<file path="src/rtl/rr_encoder_arbiter.sv">
// rtl/rr_encoder_arbiter.sv - round-robin arbiter with one-hot grant and encoded grant index
module rr_encoder_arbiter #(
    parameter int IN = 4
) (
    input  logic                  clk,
    input  logic                  rst,
    input  logic [IN-1:0]         req,
    input  logic                  done,
    output logic [IN-1:0]         gnt,
    output logic [$clog2(IN)-1:0] gnt_idx,
    output logic                  gnt_valid
);
    localparam int W = $clog2(IN);

    typedef enum logic {
        IDLE,
        GRANT
    } state_t;

    state_t          state, state_d;
    logic [W-1:0]    ptr, ptr_d;
    logic [IN-1:0]   gnt_d;
    logic [W-1:0]    idx_d;
    logic [W-1:0]    win;
    logic [W-1:0]    cand;
    logic            found;

    always_ff @(posedge clk) begin
        if (rst) begin
            state   <= IDLE;
            ptr     <= '0;
            gnt     <= '0;
            gnt_idx <= '0;
        end else begin
            state   <= state_d;
            ptr     <= ptr_d;
            gnt     <= gnt_d;
            gnt_idx <= idx_d;
        end
    end

    always_comb begin
        state_d = state;
        ptr_d   = ptr;
        gnt_d   = gnt;
        idx_d   = gnt_idx;
        win     = '0;
        cand    = '0;
        found   = 1'b0;

        // Search upward from ptr; the W-bit sum wraps IN-1 back to 0 because IN is a power of two.
        for (int i = 0; i < IN; i++) begin
            cand = ptr + W'(i);
            if (!found && req[cand]) begin
                found = 1'b1;
                win   = cand;
            end
        end

        case (state)
            IDLE: begin
                if (found) begin
                    gnt_d      = '0;
                    gnt_d[win] = 1'b1;
                    idx_d      = win;
                    state_d    = GRANT;
                end
            end
            GRANT: begin
                if (done || !req[gnt_idx]) begin
                    gnt_d   = '0;
                    idx_d   = '0;
                    ptr_d   = gnt_idx + W'(1);
                    state_d = IDLE;
                end
            end
            default: begin
                gnt_d   = '0;
                idx_d   = '0;
                state_d = IDLE;
            end
        endcase
    end

    assign gnt_valid = |gnt;
endmodule
</file>
<file path="config.mk">
export PLATFORM = sky130hd
export DESIGN_NAME = rr_encoder_arbiter
export DESIGN_NICKNAME = d
export VERILOG_FILES = /design/src/rtl/rr_encoder_arbiter.sv
export SDC_FILE = /design/constraint.sdc
export NUM_CORES = 1
export LEC_CHECK = 0
export ABC_CLOCK_PERIOD_IN_PS = 1900
export CORE_AREA = 5 5 42 44
export DETAILED_ROUTE_END_ITERATION = 12
export DIE_AREA = 0 0 47 49
export GPL_ROUTABILITY_DRIVEN = 0
export PLACE_DENSITY_LB_ADDON = 0.08
export SLEW_MARGIN = 20
export SYNTH_ARGS = -nofsm -noshare
export SYNTH_HDL_FRONTEND = slang
export SYNTH_SLANG_ARGS = --single-unit
</file>
<file path="constraint.sdc">
create_clock -name clk -period 1.9 [get_ports clk]
set_input_delay 0.38 -clock clk [delete_from_list [all_inputs] [get_ports clk]]
set_output_delay 0.38 -clock clk [all_outputs]
set_load 0.01 [all_outputs]
</file>
==> results of run 1 <==
[worst max path at each step]
| stage | to | depth (start not counted) |
|---|---|---|
| 6_report | gnt_valid | 2 |
| 5_1_grt | gnt_valid | 2 |
| 4_1_cts | gnt_valid | 2 |
| 3_5_place_dp | gnt_idx[1]$_SDFFE_PP0P_ | 6 |
| 3_3_place_gp | gnt_idx[1]$_SDFFE_PP0P_ | 6 |
| 2_1_floorplan | gnt_idx[0]$_SDFFE_PP0P_ | 4 |
[state kept, by name, summed over array words and instances, names as in the netlist]
| signal | cells |
|---|---|
| gnt_idx | 2 |
| state | 1 |
| ptr | 2 |
| gnt | 4 |
[power breakdown]
part / total, mW / internal [mW] / switching [mW]
clock network: 0.143 / 0.0807 / 0.0625
logic: 0.169 / 0.0952 / 0.0739
registers: 0.225 / 0.207 / 0.0177
[logic make-up after synthesis]
| group | Yosys count |
|---|---|
| buf+inv | 4 |
| xor+xnor | 1 |
| simple gates | 13 |
| flops | 9 |
| compound gates | 20 |
| mux | 3 |
[cells in the mapped netlist (2+ instances only)]
cell type	instances
a21oi_1	4
inv_1	2
dfxtp_1	9
nor2_1	4
a32o_1	4
a211oi_1	2
o221ai_1	2
nand2_1	2
[worst max-delay path, stage by stage (launching register included)]
cell,delay [ns]
dfxtp_1,0.32
or4_1,0.51
dlygate4sd2_1,0.30
[final cells by class]
class | count | area share
Inverter | 2 | 0.0101
Clock buffer | 4 | 0.0355
Tap cell | 16 | 0.0270
Sequential cell | 9 | 0.243
Multi-Input combinational cell | 37 | 0.409
Timing Repair Buffer | 23 | 0.275
[per-layer routing]
metal | track usage | vias up | share of wire
li1 | - | 254 | -
met1 | 0.155 | 226 | 0.47
met2 | 0.172 | 8 | 0.46
met3 | 0.0627 | 0 | 0.065
met4 | 0.0276 | 0 | 0
met5 | 0 | - | 0
[per-stage QoR]
| step | setup WS, ns | hold slack, ns |
|---|---|---|
| after detailed placement | -0.0917 | 0.497 |
| after CTS | 0.129 | 0.511 |
| after global routing | 0.0685 | 0.541 |
| after floorplan | 0.280 | 0.449 |
| after global placement | -0.0685 | 0.497 |
| final | 0.140 | 0.505 |
==> qor.txt, run 1 <==
run status -> complete, no violations
DRT Wirelength -> 1160 um
transition time at the pin with the least slew margin -> 0.484 ns
worst endpoint data arrival time -> 1.38 ns
register area share after synthesis -> 0.356
largest area contributor in the synthesized netlist -> dfxtp_1
cell count after placement -> 87
number of post-CTS setup repair buffers -> 0
ratio of final minimum period to clock period -> 0.926
final hold violation count -> 0
maximum clock frequency -> 568 MHz
largest family of logic cells by synthesized area -> compound AO/OA/AOI/OAI gates
worst min-delay path category -> reg -> reg
count of flip-flops with a built-in enable after synthesis -> 0
antenna violations before repair -> 0
critical path required time -> 1.52 ns
DR vias/cell -> 5.36
share of layout cells above drive strength 1 -> 0.280
endpoint of the worst hold-timing path -> gnt[0]$_SDFFE_PP0P_
ratio of total power to cell area -> 725 nW/um2
router iterations before antenna repair -> 4
post-route cell area -> 741 um2
number of filler instances in the final layout -> 144
type of element capturing the critical path -> output pin
source of the critical timing path -> gnt[2]$_SDFFE_PP0P_
number of sinks handled by clock tree synthesis -> 9
drt initial violations -> 2
aggregate global-route resource usage -> 0.119
adder-cell share of the synthesized area -> 0
setup total negative slack -> 0 ns
worst max-slew margin expressed relative to the limit -> 0.675
boundary pin count -> 14
largest voltage drop on the vdd net -> 0.000560 V
vias in the first global route -> 480
# DRC -> 0
non-filler instance count after layout -> 91
pin count of the biggest net entering global routing -> 9
max-slew violation total from the final report -> 0
chip width -> 47 um
number of buffers added on ports -> 13
global-route wire length before repair -> 2050 um
flops & latches, synth -> 9
Hold-fix buffers, CTS -> 0
standby leakage power -> 0.279 nW
Synth area leaders -> dfxtp_1 36%, a32o_1 7.9%, a221oi_4 5.2%
Setup Viol. Count Final -> 0
warning count from the yosys run -> 0
clock latency on the worst-skew pair -> 0.25 ns
maximum clock skew at final layout -> 0.000455 ns
Hold Crit Depth -> 1
Pwr Total -> 537 uW
Overflow after GRT -> 0
Setup crit start kind -> flip-flop
TritonCTS clock tree -> done
mux cell area share after synthesis -> 0.0718
Resize count post-CTS -> 1
post-synthesis net count -> 57
type of the setup path with the least slack -> reg -> out
Primary FF master, synth -> dfxtp_1
Critical R2R Capture -> gnt_idx[0]$_SDFFE_PP0P_
Total Die Area -> 2300 um2
Layout Area Growth over Synthesis -> 46.5%
setup slack, reg-to-reg -> 0.36 ns
fin util -> 0.529
H-tree depth -> 1
summed instance area of the synthesized netlist -> 505 um2
antenna diode count -> 0
Routed WL per cell -> 12.7 um
area fraction of the dominant cell type after synthesis -> 0.356
post-synthesis async set-or-reset flop share -> 0
clock slew at the register clock pins of the worst setup and hold paths -> 0.06 ns
most frequent cells in the layout -> 12 x clkdlybuf4s50_1, 10 x buf_4, 9 x dfxtp_1
post-detailed-route count of antenna-violating nets -> 0
Initial Util -> 0.361
min cycle time layout -> 1.76 ns
register area -> 180 um2
Worst Hold Launch -> gnt[0]$_SDFFE_PP0P_
maximum buffer depth of the clock tree -> 2
largest fanout of any net on the critical path -> 3
depth of the most critical reg-to-reg path -> 4
number of instances in the synthesized netlist -> 50
Multi-input gate area -> 303 um2
compound-cell area share of the yosys netlist -> 0.354
number of unique standard cell types used by synthesis -> 29
via count of the routed design -> 488
unrepaired setup endpoints after global routing -> no
clock buffer count from CTS -> 3
placeable core region -> 1400 um2
average cell area after synthesis -> 10.1 um2
fraction of the mapped netlist area in simple logic gates -> 0.156
cell at the root of the clock tree -> clkbuf_4
number of max-capacitance violations reported -> 0
commonest non-fill, non-tap cell in the layout -> clkdlybuf4s50_1
die boundary height -> 49 um
post-layout net count -> 83
dpl cell area -> 716 um2
Critical R2R Launch -> gnt_idx[0]$_SDFFE_PP0P_
site row count -> 14
placed wire-length estimate after detailed placement -> 955 um
xor and xnor area share after synthesis -> 0.0173
Power figures use the tool's default switching activity.
==> run 2, diff against run 1 <==
- ABC_CLOCK_PERIOD_IN_PS: 1900 -> not set
==> results of run 2 <==
The final DEF is identical to that of run 1; final timing and power are the same.
